==> src/rtl/fetch_ctrl_if.sv <==
`default_nettype none
// ============================================================================
// Module      : fetch_ctrl_if
// Description : Fetch-control bus of the uP16 pipeline. It carries the redirect,
//               jump and stall requests, the PC-select and pipeline-register
//               controls, and the status counters. The IRQ signals are present
//               only when FETCH_IRQ_EN is defined.
// Revision    : 1.0 - initial release
// ============================================================================
interface fetch_ctrl_if #(
    parameter int DSIZE = 16,
    parameter int CSIZE = 16
);
    logic [DSIZE-1:0] currPC;
    logic             ex_br_taken;
    logic [DSIZE-1:0] ex_br_target;
    logic             id_jmp;
    logic [DSIZE-1:0] id_jmp_target;
    logic             ld_use_stall;
    logic             sel_PC;
    logic [DSIZE-1:0] alt_PC;
    logic             flush_IF_ID;
    logic             flush_ID_EX;
    logic             stall_IF_ID;
    logic [1:0]       ctrl_state;
    logic [CSIZE-1:0] br_cnt;
    logic [CSIZE-1:0] stall_cnt;
    logic             stall_err;
`ifdef FETCH_IRQ_EN
    logic             irq;
    logic             irq_ret;
    logic             irq_ack;
    logic [DSIZE-1:0] epc;
`endif

    // The controller side.
    modport slave (
        input  currPC, ex_br_taken, ex_br_target, id_jmp, id_jmp_target, ld_use_stall,
`ifdef FETCH_IRQ_EN
        input  irq, irq_ret,
        output irq_ack, epc,
`endif
        output sel_PC, alt_PC, flush_IF_ID, flush_ID_EX, stall_IF_ID,
        output ctrl_state, br_cnt, stall_cnt, stall_err
    );

    // The pipeline side.
    modport master (
        output currPC, ex_br_taken, ex_br_target, id_jmp, id_jmp_target, ld_use_stall,
`ifdef FETCH_IRQ_EN
        output irq, irq_ret,
        input  irq_ack, epc,
`endif
        input  sel_PC, alt_PC, flush_IF_ID, flush_ID_EX, stall_IF_ID,
        input  ctrl_state, br_cnt, stall_cnt, stall_err
    );
endinterface
`default_nettype wire

==> src/rtl/fetch_ctrl.sv <==
`default_nettype none
// ============================================================================
// Module      : fetch_ctrl
// Description : PC sequencing controller for the uP16 pipeline. It handles
//               branch and jump redirects and load-use holds, and keeps
//               saturating counters and a stall watchdog.
//               The optional interrupt entry is enabled by defining FETCH_IRQ_EN.
// Revision    : 1.0 - initial release
// ============================================================================
module fetch_ctrl #(
    parameter int DSIZE     = 16,
    parameter int CSIZE     = 16,
    parameter int MAX_STALL = 8
`ifdef FETCH_IRQ_EN
    ,
    parameter logic [DSIZE-1:0] IRQ_VEC = DSIZE'('h0010)
`endif
) (
    input  wire logic   Clk,
    input  wire logic   Rst,
    fetch_ctrl_if.slave bus
);
    localparam logic [1:0] c_BOOT  = 2'd0;
    localparam logic [1:0] c_RUN   = 2'd1;
    localparam logic [1:0] c_HOLD  = 2'd2;
    localparam logic [1:0] c_REDIR = 2'd3;

    localparam int               c_RUN_W     = 8;
    localparam logic [c_RUN_W-1:0] c_MAX_STALL = c_RUN_W'(MAX_STALL);

    logic [1:0]         r_state;
    logic               r_rst_meta;
    logic [CSIZE-1:0]   r_br_cnt;
    logic [CSIZE-1:0]   r_stall_cnt;
    logic [c_RUN_W-1:0] r_run_cnt;
    logic               r_stall_err;

    logic [1:0]         w_nxt_state;
    logic               w_sel_pc;
    logic [DSIZE-1:0]   w_alt_pc;
    logic               w_flush_if_id;
    logic               w_flush_id_ex;
    logic               w_stall_if_id;
    logic               w_br_evt;
    logic [c_RUN_W-1:0] w_run_nxt;
    logic               w_irq_take;

`ifdef FETCH_IRQ_EN
    logic             r_mask;
    logic [DSIZE-1:0] r_epc;
`endif

    always_comb begin
        w_nxt_state   = r_state;
        w_sel_pc      = 1'b0;
        w_alt_pc      = bus.currPC;
        w_flush_if_id = 1'b0;
        w_flush_id_ex = 1'b0;
        w_stall_if_id = 1'b0;
        w_br_evt      = 1'b0;
        w_irq_take    = 1'b0;
        case (r_state)
            c_BOOT: begin
                w_alt_pc      = '0;
                w_flush_if_id = 1'b1;
                w_nxt_state   = r_rst_meta ? c_RUN : c_BOOT;
            end
            c_RUN, c_HOLD: begin
                if (bus.ex_br_taken) begin
                    w_sel_pc      = 1'b1;
                    w_alt_pc      = bus.ex_br_target;
                    w_flush_if_id = 1'b1;
                    w_flush_id_ex = 1'b1;
                    w_br_evt      = 1'b1;
                    w_nxt_state   = c_REDIR;
                end else if (bus.id_jmp) begin
                    w_sel_pc      = 1'b1;
                    w_alt_pc      = bus.id_jmp_target;
                    w_flush_if_id = 1'b1;
                    w_br_evt      = 1'b1;
                    w_nxt_state   = c_REDIR;
                end else if (bus.ld_use_stall) begin
                    // Re-select the current PC so that fetch and the I-memory address hold still.
                    w_sel_pc      = 1'b1;
                    w_stall_if_id = 1'b1;
                    w_flush_id_ex = 1'b1;
                    w_nxt_state   = c_HOLD;
                end else begin
                    w_nxt_state   = c_RUN;
`ifdef FETCH_IRQ_EN
                    if ((r_state == c_RUN) && bus.irq && !r_mask) begin
                        w_irq_take    = 1'b1;
                        w_sel_pc      = 1'b1;
                        w_alt_pc      = IRQ_VEC;
                        w_flush_if_id = 1'b1;
                        w_nxt_state   = c_REDIR;
                    end
`endif
                end
            end
            default: begin
                // REDIR: ID and EX hold bubbles, so only a new EX branch matters.
                if (bus.ex_br_taken) begin
                    w_sel_pc      = 1'b1;
                    w_alt_pc      = bus.ex_br_target;
                    w_flush_if_id = 1'b1;
                    w_flush_id_ex = 1'b1;
                    w_br_evt      = 1'b1;
                    w_nxt_state   = c_REDIR;
                end else begin
                    w_nxt_state   = c_RUN;
                end
            end
        endcase
    end

    assign w_run_nxt = !w_stall_if_id      ? '0 :
                       (r_run_cnt == '1)   ? r_run_cnt :
                                             r_run_cnt + c_RUN_W'(1);

    // r_rst_meta is the first stage of the reset-release chain; r_state leaving BOOT is the second.
    always_ff @(posedge Clk or negedge Rst) begin
        if (!Rst) begin
            r_rst_meta  <= 1'b0;
            r_state     <= c_BOOT;
            r_br_cnt    <= '0;
            r_stall_cnt <= '0;
            r_run_cnt   <= '0;
            r_stall_err <= 1'b0;
        end else begin
            r_rst_meta <= 1'b1;
            r_state    <= w_nxt_state;
            r_run_cnt  <= w_run_nxt;
            if (w_br_evt && (r_br_cnt != '1))
                r_br_cnt <= r_br_cnt + CSIZE'(1);
            if (w_stall_if_id && (r_stall_cnt != '1))
                r_stall_cnt <= r_stall_cnt + CSIZE'(1);
            if (w_run_nxt >= c_MAX_STALL)
                r_stall_err <= 1'b1;
        end
    end

`ifdef FETCH_IRQ_EN
    always_ff @(posedge Clk or negedge Rst) begin
        if (!Rst) begin
            r_mask <= 1'b0;
            r_epc  <= '0;
        end else begin
            if (w_irq_take) begin
                r_mask <= 1'b1;
                r_epc  <= bus.currPC;
            end else if (bus.irq_ret) begin
                r_mask <= 1'b0;
            end
        end
    end

    assign bus.irq_ack = w_irq_take;
    assign bus.epc     = r_epc;
`endif

    assign bus.sel_PC      = w_sel_pc;
    assign bus.alt_PC      = w_alt_pc;
    assign bus.flush_IF_ID = w_flush_if_id;
    assign bus.flush_ID_EX = w_flush_id_ex;
    assign bus.stall_IF_ID = w_stall_if_id;
    assign bus.ctrl_state  = r_state;
    assign bus.br_cnt      = r_br_cnt;
    assign bus.stall_cnt   = r_stall_cnt;
    assign bus.stall_err   = r_stall_err;

endmodule
`default_nettype wire

==> src/flat_wrapper.sv <==
// flat-port wrapper written by rule: the top's interface ports become plain ports
module fetch_ctrl_flat 
#(
    parameter int DSIZE     = 16,
    parameter int CSIZE     = 16,
    parameter int MAX_STALL = 8

)
  (Clk, Rst, bus_currPC, bus_ex_br_taken, bus_ex_br_target, bus_id_jmp, bus_id_jmp_target, bus_ld_use_stall, bus_sel_PC, bus_alt_PC, bus_flush_IF_ID, bus_flush_ID_EX, bus_stall_IF_ID, bus_ctrl_state, bus_br_cnt, bus_stall_cnt, bus_stall_err);
  fetch_ctrl_if #(.DSIZE(DSIZE), .CSIZE(CSIZE)) bus_i ();
  input  wire logic Clk;
  input  wire logic Rst;
  input wire logic [$bits(bus_i.currPC)-1:0] bus_currPC;
  input wire logic [$bits(bus_i.ex_br_taken)-1:0] bus_ex_br_taken;
  input wire logic [$bits(bus_i.ex_br_target)-1:0] bus_ex_br_target;
  input wire logic [$bits(bus_i.id_jmp)-1:0] bus_id_jmp;
  input wire logic [$bits(bus_i.id_jmp_target)-1:0] bus_id_jmp_target;
  input wire logic [$bits(bus_i.ld_use_stall)-1:0] bus_ld_use_stall;
  output wire logic [$bits(bus_i.sel_PC)-1:0] bus_sel_PC;
  output wire logic [$bits(bus_i.alt_PC)-1:0] bus_alt_PC;
  output wire logic [$bits(bus_i.flush_IF_ID)-1:0] bus_flush_IF_ID;
  output wire logic [$bits(bus_i.flush_ID_EX)-1:0] bus_flush_ID_EX;
  output wire logic [$bits(bus_i.stall_IF_ID)-1:0] bus_stall_IF_ID;
  output wire logic [$bits(bus_i.ctrl_state)-1:0] bus_ctrl_state;
  output wire logic [$bits(bus_i.br_cnt)-1:0] bus_br_cnt;
  output wire logic [$bits(bus_i.stall_cnt)-1:0] bus_stall_cnt;
  output wire logic [$bits(bus_i.stall_err)-1:0] bus_stall_err;
  assign bus_i.currPC = bus_currPC;
  assign bus_i.ex_br_taken = bus_ex_br_taken;
  assign bus_i.ex_br_target = bus_ex_br_target;
  assign bus_i.id_jmp = bus_id_jmp;
  assign bus_i.id_jmp_target = bus_id_jmp_target;
  assign bus_i.ld_use_stall = bus_ld_use_stall;
  assign bus_sel_PC = bus_i.sel_PC;
  assign bus_alt_PC = bus_i.alt_PC;
  assign bus_flush_IF_ID = bus_i.flush_IF_ID;
  assign bus_flush_ID_EX = bus_i.flush_ID_EX;
  assign bus_stall_IF_ID = bus_i.stall_IF_ID;
  assign bus_ctrl_state = bus_i.ctrl_state;
  assign bus_br_cnt = bus_i.br_cnt;
  assign bus_stall_cnt = bus_i.stall_cnt;
  assign bus_stall_err = bus_i.stall_err;
  fetch_ctrl #(.DSIZE(DSIZE), .CSIZE(CSIZE), .MAX_STALL(MAX_STALL)) u_core (.Clk(Clk), .Rst(Rst), .bus(bus_i));
endmodule
==> config.mk <==
export PLATFORM = sky130hd
export DESIGN_NAME = fetch_ctrl_flat
export DESIGN_NICKNAME = d
export VERILOG_FILES = /design/src/rtl/fetch_ctrl_if.sv /design/src/rtl/fetch_ctrl.sv /design/src/flat_wrapper.sv
export SDC_FILE = /design/constraint.sdc
export NUM_CORES = 1
export LEC_CHECK = 0
export CAP_MARGIN = 20
export CORE_ASPECT_RATIO = 2
export CORE_MARGIN = 1
export CORE_UTILIZATION = 35
export DETAILED_ROUTE_END_ITERATION = 6
export PLACE_DENSITY = 0.76
export SYNTH_ARGS = -nofsm -noshare
export SYNTH_HDL_FRONTEND = slang
export SYNTH_SLANG_ARGS = --single-unit
==> constraint.sdc <==
create_clock -name Clk -period 4.6 [get_ports Clk]
set_input_delay 0.92 -clock Clk [delete_from_list [all_inputs] [get_ports Clk]]
set_output_delay 0.92 -clock Clk [all_outputs]
set_load 0.02 [all_outputs]
Word level (Yosys, flattened, before mapping)
Cells that the tools add are included.
Word-level totals
  bits in writable memories: 0
  flip-flop bits (word level): 44
  latch bits: 0
  memories kept: 0
  logic and storage cells: 45
  ROM bits: 0
  output and inout port bits: 55
Cells by class
  multipliers: 0
  multiplexer cells: 26
  div/mod/pow operators: 0
  shifts and indexed selects: 0
  $lt $le $gt $ge: 1
  eq/ne operators: 5
  bitwise gates (word level): 0
  reductions and logical operators: 4
  add/sub/neg operators: 3
Operator list (count)
  $mux 16: 3
  $add 16x1->16 const B: 2
  $ne 16x16->1 const B: 2
  $pmux 16 s2: 1
  $mux 8: 2
  $mux 1: 11
  $add 8x1->8 const B: 1
  $eq 8x8->1 const B: 1
  $ge 8x4->1 const B: 1
  $mux 2: 4
  $pmux 1 s2: 4
  $pmux 2 s2: 1
  $eq 2x1->1 const B: 1
  $eq 2x2->1 const B: 1
  $logic_and 1x1->1: 2
  $logic_not 2->1: 1
  $reduce_or 2->1: 1

Longest topological paths before layout
Gate-level depths: netlist (run 1).
  depth in word-level cells: 6
  gate-level depth with buffers: 9

Worst setup path after synthesis (run 1)
OpenSTA, ideal clock, no wires.
  path type: input to output
  start point: in bus_ex_br_taken
  end point: out bus_alt_PC[10]
  stages on the path: 5
  data arrival time: 2002 ps
  slack: 1678 ps
  data required time: 3680 ps
  path through: inv_1 clkbuf_1 buf_1 o22ai_1 a21oi_1
Between the ends
  longest elaborated chain between the ends: 2
  elaborated cells between the ends (all ways): 3
  classes of those cells: 3 x mux
RTL lines
  start, declared: RTL line flat_wrapper.sv:14  | input wire logic [$bits(bus_i.ex_br_taken)-1:0] bus_ex_br_taken;
  $mux 16, on equally long branches: RTL line fetch_ctrl.sv:103, fetch_ctrl.sv:69
  $pmux 16 s2 *: RTL line fetch_ctrl.sv:62  | case (r_state)
  end, declared: RTL line flat_wrapper.sv:20  | output wire logic [$bits(bus_i.alt_PC)-1:0] bus_alt_PC;
Every way passes the cells marked *; elsewhere a longest branch is shown, timed or not.

Worst setup path in the final report (run 1)
  start point: in bus_id_jmp
  end point: out bus_flush_IF_ID
Between the ends
  longest elaborated chain between the ends: 3
RTL lines
  start, declared: RTL line flat_wrapper.sv:16  | input wire logic [$bits(bus_i.id_jmp)-1:0] bus_id_jmp;
  $mux 1: RTL line fetch_ctrl.sv:76  | end else if (bus.id_jmp) begin
  $mux 1: RTL line fetch_ctrl.sv:69  | if (bus.ex_br_taken) begin
  $pmux 1 s2: RTL line fetch_ctrl.sv:62
  end, declared: RTL line flat_wrapper.sv:21  | output wire logic [$bits(bus_i.flush_IF_ID)-1:0] bus_flush_IF_ID;
Every way passes these cells.

==> qor.txt, run 1 <==
wire length of the first global-routing pass -> 11.0 mm
area of the core -> 6940 um2
Routed wire per std cell -> 14.4 um
post-CTS setup-driven buffer insertion count -> 0
Lkg Pwr -> 1.53 nW
Cell Count, Final, Fillers Out -> 456
Sw Pwr -> 0.770 mW
drt first pass iters -> 4
Syn Inst Count -> 261
Max rail drop VDD -> 0.357 mV
TNS Setup -> 0 ns
CP max-delay cell -> sky130_fd_sc_hd__clkdlybuf4s50_1
Row Count -> 43
highest clock rate -> 260 MHz
number of flops mapped to enable cells by yosys -> 0
Sinks on Clock Net -> 44
Slew headroom -> 65.2%
initial cell density of the core -> 36.4%
DP HPWL -> 5.20 mm
largest area contributor in the synthesized netlist -> sky130_fd_sc_hd__dfrtp_1
post-layout instance area -> 3800 um2
most frequent cell after synthesis -> sky130_fd_sc_hd__dfrtp_1
Synth top area share -> 43.6%
proportion of power drawn by combinational gates -> 54.9%
Period Utilization, post-route -> 83.7%
Internal Pwr Total -> 1.13 mW
clock network fraction of total power -> 17.9%
cells taking the most area after synthesis -> sky130_fd_sc_hd__dfrtp_1 44%, sky130_fd_sc_hd__xnor2_1 7.3%, sky130_fd_sc_hd__a21oi_1 4.2%
outcome -> complete, no violations
pin count of the biggest net entering global routing -> 45
part of the total power dissipated in sequential elements -> 27.2%
clock-pin slew on the worst setup and hold paths -> 0.06 ns
final net count -> 423
Hold WC Path Type -> in2async
number of top-level pins -> 108
vias after detailed routing -> 2420
port bufs -> 107
highest metal layer with signal wires -> met4
post-cts sizing count -> 0
number of max-slew violations in the final report -> 0
routed wl met2 -> 3.75 mm
number of synthesized register bits -> 44
kind of end point of the critical path -> output pin
most prevalent standard cell on the critical path -> sky130_fd_sc_hd__clkdlybuf4s50_1
library cell used as clock root buffer -> sky130_fd_sc_hd__clkbuf_16
count of filler cells inserted in the layout -> 610
cell family contributing the most delay on the critical path -> buffers and inverters
Worst Hold Slack -> 0.439 ns
violation count after the first detailed-route iteration -> 78
vias in the first global route -> 2434
post-layout minimum cycle time -> 3.85 ns
final weighted congestion of routability-driven global placement -> 0.782
CTS HTree Levels -> 2
CP Data Required Time -> 3.68 ns
TritonCTS Buffers -> 5
Mapped Nets -> 319
number of buffers on the longest clock path -> 2
crit path max fanout -> 17
fraction of registers with async set or reset after synthesis -> 100%
distinct cell type count of the synthesized netlist -> 52
WP data arrival -> 2.93 ns
die width -> 62.1 um
max incr delay on CP -> 0.60 ns
residual overflow from global routing -> 0
Commonest cells post-synth -> 44 x sky130_fd_sc_hd__dfrtp_1, 21 x sky130_fd_sc_hd__a21oi_1, 21 x sky130_fd_sc_hd__o21ai_0, 21 x sky130_fd_sc_hd__xnor2_1, 18 x sky130_fd_sc_hd__nand2_1
post-route antenna net violation count -> 0
transition time at the pin with the least slew margin -> 0.518 ns
number of hold-slack violations in the final timing report -> 0
area of the multi-input gates -> 1310 um2
type of element launching the critical path -> input pin
top_reg_cell synth -> sky130_fd_sc_hd__dfrtp_1
vertical die dimension -> 122 um
Post-Synthesis Cell Area -> 2530 um2
number of max-cap violations -> 0
Switching Fraction -> 40.6%
sequential cell area -> 1100 um2
sequential cell area fraction in the yosys report -> 43.6%
Bufs and invs on worst path -> 2
cell chain of the critical path -> clkdlybuf4s50_1, nor2b_1, or2_2, and2_1, a21o_1, clkdlybuf4s50_1
ANT cells -> 0
worst clock skew -> 0.00523 ns
average footprint of a synthesized cell -> 9.68 um2
Total Wirelength -> 6.55 mm
RSZ-0062 raised after global routing -> no
Final Power -> 1.90 mW
number of synthesis warnings -> 0
post-place instance area -> 3640 um2
critical path class -> in2out
vias per cell -> 5.31
share of layout cells above drive strength 1 -> 7.10%
clock latency at the later pin of the worst-skew pair -> 0.28 ns
DR WL met3 -> 414 um
Die ar. -> 7580 um2
final-report setup violation count -> 0
power density normalized to cell area -> 499 nW/um2
total global routing track utilization -> 19.4%
Routed met1 length -> 2.25 mm
CTS tree -> yes
Inst Count DP -> 447
number of antenna violations at the first check in global routing -> 0
number of DRC violations after detailed routing -> 0
layout overhead on the synthesized area -> 50.6%
# hold bufs at CTS -> 0
## placed cells by master (no fill, tap or decap), types with 2 or more instances in the layout
cell / count
sky130_fd_sc_hd__buf_4: 2
sky130_fd_sc_hd__xor2_1: 5
sky130_fd_sc_hd__and3_1: 7
sky130_fd_sc_hd__o21ai_0: 21
sky130_fd_sc_hd__ha_1: 5
sky130_fd_sc_hd__nor3_1: 4
sky130_fd_sc_hd__nand3b_1: 2
sky130_fd_sc_hd__and4_1: 3
sky130_fd_sc_hd__and2_1: 2
sky130_fd_sc_hd__a31oi_1: 8
sky130_fd_sc_hd__clkbuf_16: 5
sky130_fd_sc_hd__o22ai_1: 16
sky130_fd_sc_hd__clkdlybuf4s50_1: 106
sky130_fd_sc_hd__nor3_2: 2
sky130_fd_sc_hd__nand2_1: 18
sky130_fd_sc_hd__a21oi_1: 21
sky130_fd_sc_hd__nand4_2: 2
sky130_fd_sc_hd__dfrtp_1: 44
sky130_fd_sc_hd__or2_1: 2
sky130_fd_sc_hd__nor2_1: 10
sky130_fd_sc_hd__inv_1: 6
sky130_fd_sc_hd__a41oi_1: 2
sky130_fd_sc_hd__mux2_1: 3
sky130_fd_sc_hd__clkinv_2: 2
sky130_fd_sc_hd__xnor2_1: 21
sky130_fd_sc_hd__nand3_1: 11
sky130_fd_sc_hd__nor2b_1: 2
sky130_fd_sc_hd__nand4_1: 9
## final timing paths
| kind | to | slack (ns) | cells past startpoint | from |
|---|---|---|---|---|
| worst max-delay path | bus_flush_IF_ID | 0.75 | 6 | bus_id_jmp |
| worst min-delay path | u_core.bus.stall_cnt[15] | 0.44 | 1 | Rst |
| worst max register to register | u_core.bus.stall_cnt[8] | 2.24 | 8 | u_core.bus.ctrl_state[1] |
| worst min register to register | u_core.bus.stall_cnt[8] | 0.49 | 1 | u_core.bus.stall_cnt[8] |
| max in group asynchronous | u_core.bus.ctrl_state[1] | 3.74 | 2 | Rst |
| min in group Clk | u_core.bus.stall_cnt[8] | 0.49 | 1 | u_core.bus.stall_cnt[8] |
## power groups by stage
stage	Clock, mW	Sequential (mW)	Combinational [mW]
floorplan	0	0.576	0.516
global placement	0	0.520	1.04
detailed placement	0	0.522	1.04
CTS	0.351	0.516	1.05
global route	0.366	0.525	1.14
finish	0.340	0.515	1.04
## layer usage
metal  global-route usage [%]  vias up
li1                         -     1167
met1                     19.9     1135
met2                     35.8      108
met3                     4.78       10
met4                     6.81        0
met5                        0        -
## sequential cells by signal, indices dropped and copies added (netlist names)
name                   count
u_core.r_run_cnt           8
u_core.r_rst_meta          1
u_core.bus.br_cnt         16
u_core.bus.stall_err       1
u_core.bus.ctrl_state      2
u_core.bus.stall_cnt      16
## final cells by class
class / count / area share (%)
Multi-Input combinational cell: 196 / 34.5
Timing Repair Buffer: 110 / 28.9
Clock inverter: 3 / 0.493
Inverter: 8 / 0.855
Sequential cell: 44 / 28.9
Tap cell: 90 / 2.96
Clock buffer: 5 / 3.29
## cells by family (layout without fill, tap and decap cells)
kind of cell | count (synthesis) | in the layout | share of synthesized area, %
xor+xnor | 26 | 26 | 9.01
fa+ha+maj | 5 | 5 | 2.48
simple gates | 81 | 81 | 19.0
mux | 4 | 4 | 1.73
other cells | 1 | 1 | 0.148
flops | 44 | 44 | 43.6
compound gates | 79 | 79 | 19.6
buf+inv | 21 | 126 | 4.46
## per-stage QoR
stage	worst slack, ns	utilization (%)
after detailed placement	0.720	52.4
after CTS	0.718	54.5
after global routing	0.526	54.8
final	0.749	54.8
after floorplan	1.68	-
after global placement	0.719	52.4
No activity file was read; power rests on OpenSTA's default activity.
==> run 2: changes to the inputs <==
--- a/config.mk
+++ b/config.mk
@@ -10,7 +10,7 @@
 export CORE_MARGIN = 1
 export CORE_UTILIZATION = 35
 export DETAILED_ROUTE_END_ITERATION = 6
-export PLACE_DENSITY = 0.76
+export PLACE_DENSITY = 0.79
 export SYNTH_ARGS = -nofsm -noshare
 export SYNTH_HDL_FRONTEND = slang
 export SYNTH_SLANG_ARGS = --single-unit
==> constraint.sdc (replaced) <==
create_clock -name Clk -period 3.2 [get_ports Clk]
set_input_delay 0.64 -clock Clk [delete_from_list [all_inputs] [get_ports Clk]]
set_output_delay 0.64 -clock Clk [all_outputs]
set_load 0.02 [all_outputs]
==> qor.txt, run 2 (synthesized netlist as in run 1, its figures left out) <==
initial cell density of the core -> 36.4%
violation count after the first detailed-route iteration -> 90
count of filler cells inserted in the layout -> 615
number of antenna violations at the first check in global routing -> 0
commonest non-fill, non-tap cells in the layout -> 102 x sky130_fd_sc_hd__clkdlybuf4s50_1, 44 x sky130_fd_sc_hd__dfrtp_1, 21 x sky130_fd_sc_hd__o21ai_0, 21 x sky130_fd_sc_hd__xnor2_1, 21 x sky130_fd_sc_hd__a21oi_1
Hold WC Path Type -> in2async
residual overflow from global routing -> 0
worst setup margin -> 0.108 ns
outcome -> complete, no violations
vias per cell -> 5.31
Critical Path Source -> bus_id_jmp
Inst Count DP -> 451
crit path max fanout -> 16
worst clock skew -> 0.00624 ns
Row Count -> 43
TNS Setup -> 0 ns
library cell used as clock root buffer -> sky130_fd_sc_hd__clkbuf_16
CP Data Required Time -> 2.56 ns
critical path class -> in2out
kind of end point of the critical path -> output pin
type of element launching the critical path -> input pin
post-layout instance area -> 3890 um2
Max rail drop VDD -> 0.478 mV
final weighted congestion of routability-driven global placement -> 0.767
area of the multi-input gates -> 1320 um2
CTS HTree Levels -> 2
sequential cell area -> 1100 um2
number of buffers on the longest clock path -> 2
most frequent standard cell in the layout excluding fill and tap cells -> sky130_fd_sc_hd__clkdlybuf4s50_1
die width -> 62.1 um
ANT cells -> 0
post-route antenna net violation count -> 0
post-layout minimum cycle time -> 3.09 ns
TritonCTS Buffers -> 5
Lkg Pwr -> 1.62 nW
WP data arrival -> 2.45 ns
vias after detailed routing -> 2446
post-layout util -> 56.0%
Cell Count, Final, Fillers Out -> 461
vias in the first global route -> 2493
area of the core -> 6940 um2
layout overhead on the synthesized area -> 53.9%
number of hold-slack violations in the final timing report -> 0
drt first pass iters -> 5
Routed wire per std cell -> 15.2 um
clock-pin slew on the worst setup and hold paths -> 0.06 ns
number of top-level pins -> 108
pin count of the biggest net entering global routing -> 45
Slew headroom -> 63.9%
wire length of the first global-routing pass -> 11.2 mm
CTS tree -> yes
port bufs -> 107
clock latency at the later pin of the worst-skew pair -> 0.29 ns
highest clock rate -> 323 MHz
transition time at the pin with the least slew margin -> 0.538 ns
Die ar. -> 7580 um2
Period Utilization, post-route -> 96.6%
Total Wirelength -> 7.01 mm
DP HPWL -> 5.46 mm
total global routing track utilization -> 20.2%
post-place instance area -> 3680 um2
number of max-cap violations -> 0
worst slack at placement -> -0.0525 ns
vertical die dimension -> 122 um
number of max-slew violations in the final report -> 0
final net count -> 428
final-report setup violation count -> 0
Sinks on Clock Net -> 44
power density normalized to cell area -> 739 nW/um2
share of layout cells above drive strength 1 -> 8.36%
# hold bufs at CTS -> 0
launching point of the worst reg2reg path -> u_core.bus.ctrl_state[1]
number of DRC violations after detailed routing -> 0
run 2: cell count changes in the layout (fill, tap and decap cells not counted), sizes merged:
| cell | change |
|---|---|
| buf | +5 |
| clkdlybuf4s50 | -4 |
| dlymetal6s2s | +4 |
| clkinv | -2 |
| bufinv | +1 |
| clkbuf | +1 |
run 2: what timing repair did:
item | 4_1_cts | 5_1_grt
endpoints found under the hold margin | 0 | 0
setup buffers | 0 | 1
setup endpoints to repair | 2 | 5
gates resized for setup | 1 | 5
pin swaps | 0 | 1
run 2: per-layer routing:
| layer | global-route usage, % | up-vias | routed length, um |
|---|---|---|---|
| met5 | 0 | - | 0 |
| met4 | 7.78 | 0 | 129 |
| met2 | 38.3 | 109 | 4130 |
| li1 | - | 1172 | - |
| met3 | 5.52 | 7 | 456 |
| met1 | 18.9 | 1158 | 2290 |
run 2: power by group:
group / switching, mW / internal [mW] / leakage (nW)
Sequential: 0.0987 / 0.641 / 0.584
Combinational: 0.838 / 0.715 / 0.950
Clock: 0.213 / 0.367 / 0.0808
Total: 1.15 / 1.72 / 1.62
run 2: path summary, 6_finish.rpt:
path | end | slack, ns | cells past startpoint
min reg2reg | u_core.bus.stall_cnt[13] | 0.49 | 1
max | bus_alt_PC[0] | 0.11 | 6
max reg2reg | u_core.bus.stall_cnt[8] | 0.87 | 8
min | u_core.bus.stall_cnt[5] | 0.30 | 1
max in group asynchronous | u_core.bus.stall_cnt[15] | 2.40 | 2
min in group Clk | u_core.bus.stall_cnt[13] | 0.49 | 1
run 2: through the flow:
stage / power [mW] / hold slack, ns
2_1_floorplan: 1.57 / 0.344
4_1_cts: 2.89 / 0.495
5_1_grt: 3.04 / 0.331
6_report: 2.87 / 0.296
3_5_place_dp: 2.30 / 0.487
3_3_place_gp: 2.28 / 0.474
run 2: worst max-delay path, stage by stage:
cell	delay, ns
sky130_fd_sc_hd__clkdlybuf4s50_1	0.47
sky130_fd_sc_hd__nor2b_1	0.17
sky130_fd_sc_hd__or2_4	0.26
sky130_fd_sc_hd__o22ai_1	0.14
sky130_fd_sc_hd__a21oi_1	0.15
sky130_fd_sc_hd__clkdlybuf4s50_1	0.63
run 2: layout make-up:
type,instances,area share [%]
clock buffer,6,3.31
tap,90,2.90
sequential,44,28.3
clock inverter,2,0.901
timing repair buffer,115,29.9
inverter,8,0.837
multi-input combinational,196,33.9
==> run 3: changes to the inputs <==
--- a/config.mk
+++ b/config.mk
@@ -7,7 +7,7 @@
 export LEC_CHECK = 0
 export CAP_MARGIN = 20
 export CORE_ASPECT_RATIO = 2
-export CORE_MARGIN = 1
+export CORE_MARGIN = 3
 export CORE_UTILIZATION = 35
 export DETAILED_ROUTE_END_ITERATION = 6
 export PLACE_DENSITY = 0.79
==> qor.txt, run 3 (synthesized netlist as in run 1, its figures left out) <==
vias per cell -> 5.21
vias in the first global route -> 2357
clock-pin slew on the worst setup and hold paths -> 0.06 ns
worst setup margin -> 0.113 ns
worst slack at placement -> 0.00839 ns
Switching Fraction -> 40.1%
share of layout cells above drive strength 1 -> 8.11%
port bufs -> 107
final weighted congestion of routability-driven global placement -> 0.784
total global routing track utilization -> 16.2%
highest clock rate -> 324 MHz
TritonCTS Buffers -> 5
clock latency at the later pin of the worst-skew pair -> 0.28 ns
most frequent standard cell in the layout excluding fill and tap cells -> sky130_fd_sc_hd__clkdlybuf4s50_1
Sinks on Clock Net -> 44
max incr delay on CP -> 0.65 ns
vias after detailed routing -> 2396
power density normalized to cell area -> 724 nW/um2
library cell used as clock root buffer -> sky130_fd_sc_hd__clkbuf_16
final net count -> 427
CTS tree -> yes
Lkg Pwr -> 1.56 nW
pin count of the biggest net entering global routing -> 45
highest metal layer with signal wires -> met4
Row Count -> 43
violation count after the first detailed-route iteration -> 122
initial cell density of the core -> 36.1%
most prevalent standard cell on the critical path -> sky130_fd_sc_hd__clkdlybuf4s50_1
RSZ-0062 raised after global routing -> no
final-report setup violation count -> 0
sequential cell area -> 1100 um2
number of max-slew violations in the final report -> 0
die width -> 66.1 um
crit path max fanout -> 17
routed wl met2 -> 3.63 mm
proportion of power drawn by combinational gates -> 54.9%
layout overhead on the synthesized area -> 52.3%
number of max-cap violations -> 0
Routed wire per std cell -> 14.4 um
transition time at the pin with the least slew margin -> 0.967 ns
Worst R2R Setup Slack -> 0.87 ns
CTS HTree Levels -> 2
ANT cells -> 0
# hold bufs at CTS -> 0
kind of end point of the critical path -> output pin
cell chain of the critical path -> clkdlybuf4s50_1, nor2b_1, or2_4, o22ai_1, a21oi_1, clkdlybuf4s50_1
commonest non-fill, non-tap cells in the layout -> 105 x sky130_fd_sc_hd__clkdlybuf4s50_1, 44 x sky130_fd_sc_hd__dfrtp_1, 21 x sky130_fd_sc_hd__o21ai_0, 21 x sky130_fd_sc_hd__xnor2_1, 21 x sky130_fd_sc_hd__a21oi_1
post-route antenna net violation count -> 0
area of the multi-input gates -> 1320 um2
number of hold-slack violations in the final timing report -> 0
DP HPWL -> 5.06 mm
Hold WC Path Type -> reg2reg
cell family contributing the most delay on the critical path -> buffers and inverters
Period Utilization, post-route -> 96.5%
CP Data Required Time -> 2.56 ns
number of top-level pins -> 108
number of DRC violations after detailed routing -> 0
post-layout minimum cycle time -> 3.09 ns
part of the total power dissipated in sequential elements -> 26.7%
worst clock skew -> 0.00595 ns
Internal Pwr Total -> 1.67 mW
count of filler cells inserted in the layout -> 664
TNS Setup -> 0 ns
Max rail drop VDD -> 0.503 mV
DR WL met3 -> 425 um
vertical die dimension -> 126 um
Routed met1 length -> 2.49 mm
drt first pass iters -> 4
WP data arrival -> 2.45 ns
critical path class -> in2out
number of antenna violations at the first check in global routing -> 0
CP max-delay cell -> sky130_fd_sc_hd__clkdlybuf4s50_1
Bufs and invs on worst path -> 2
wire length of the first global-routing pass -> 10.7 mm
outcome -> complete, no violations
type of element launching the critical path -> input pin
Die ar. -> 8340 um2
post-cts sizing count -> 0
clock network fraction of total power -> 18.4%
Slew headroom -> 35.6%
number of buffers on the longest clock path -> 2
Sw Pwr -> 1.12 mW
Total Wirelength -> 6.64 mm
area of the core -> 6990 um2
residual overflow from global routing -> 0
post-CTS setup-driven buffer insertion count -> 0
-- run 3: routing by layer --
layer / vias up / track usage [%]
met2: 90 / 29.7
met1: 1125 / 17.4
met4: 0 / 4.91
met5: - / 0
li1: 1173 / -
met3: 8 / 4.37
-- run 3: path summary, 6_finish.rpt --
path,startpoint,to,depth (start not counted)
max in group asynchronous,Rst,u_core.bus.br_cnt[9],1
min reg2reg,u_core.r_rst_meta,u_core.bus.ctrl_state[0],1
max,bus_id_jmp,bus_alt_PC[4],6
min in group asynchronous,Rst,u_core.r_run_cnt[6],1
max reg2reg,u_core.bus.ctrl_state[0],u_core.bus.stall_cnt[8],8
min,u_core.r_rst_meta,u_core.bus.ctrl_state[0],1
-- run 3: power groups by stage --
stage	Combinational, mW	Sequential (mW)	Clock [mW]
final	1.53	0.742	0.513
after global routing	1.65	0.758	0.552
after CTS	1.54	0.742	0.531
after detailed placement	1.53	0.748	0
after global placement	1.51	0.743	0
after floorplan	0.742	0.829	0
-- run 3: area by class of cell --
class / instances / area share [%]
Multi-Input combinational cell: 196 / 34.2
Timing Repair Buffer: 114 / 29.5
Sequential cell: 44 / 28.6
Clock buffer: 7 / 3.71
Tap cell: 90 / 2.93
Inverter: 8 / 0.846
Clock inverter: 1 / 0.195
-- run 3: per-stage QoR --
step	power (mW)	hold slack [ns]	instance area, um2	utilization (%)	instances
2_1_floorplan	1.57	0.344	2530	-	261
3_3_place_gp	2.26	0.472	3690	52.8	452
3_5_place_dp	2.27	0.480	3690	52.8	452
4_1_cts	2.81	0.493	3840	54.9	460
5_1_grt	2.96	0.506	3850	55.0	460
6_report	2.78	0.488	3850	55.0	460
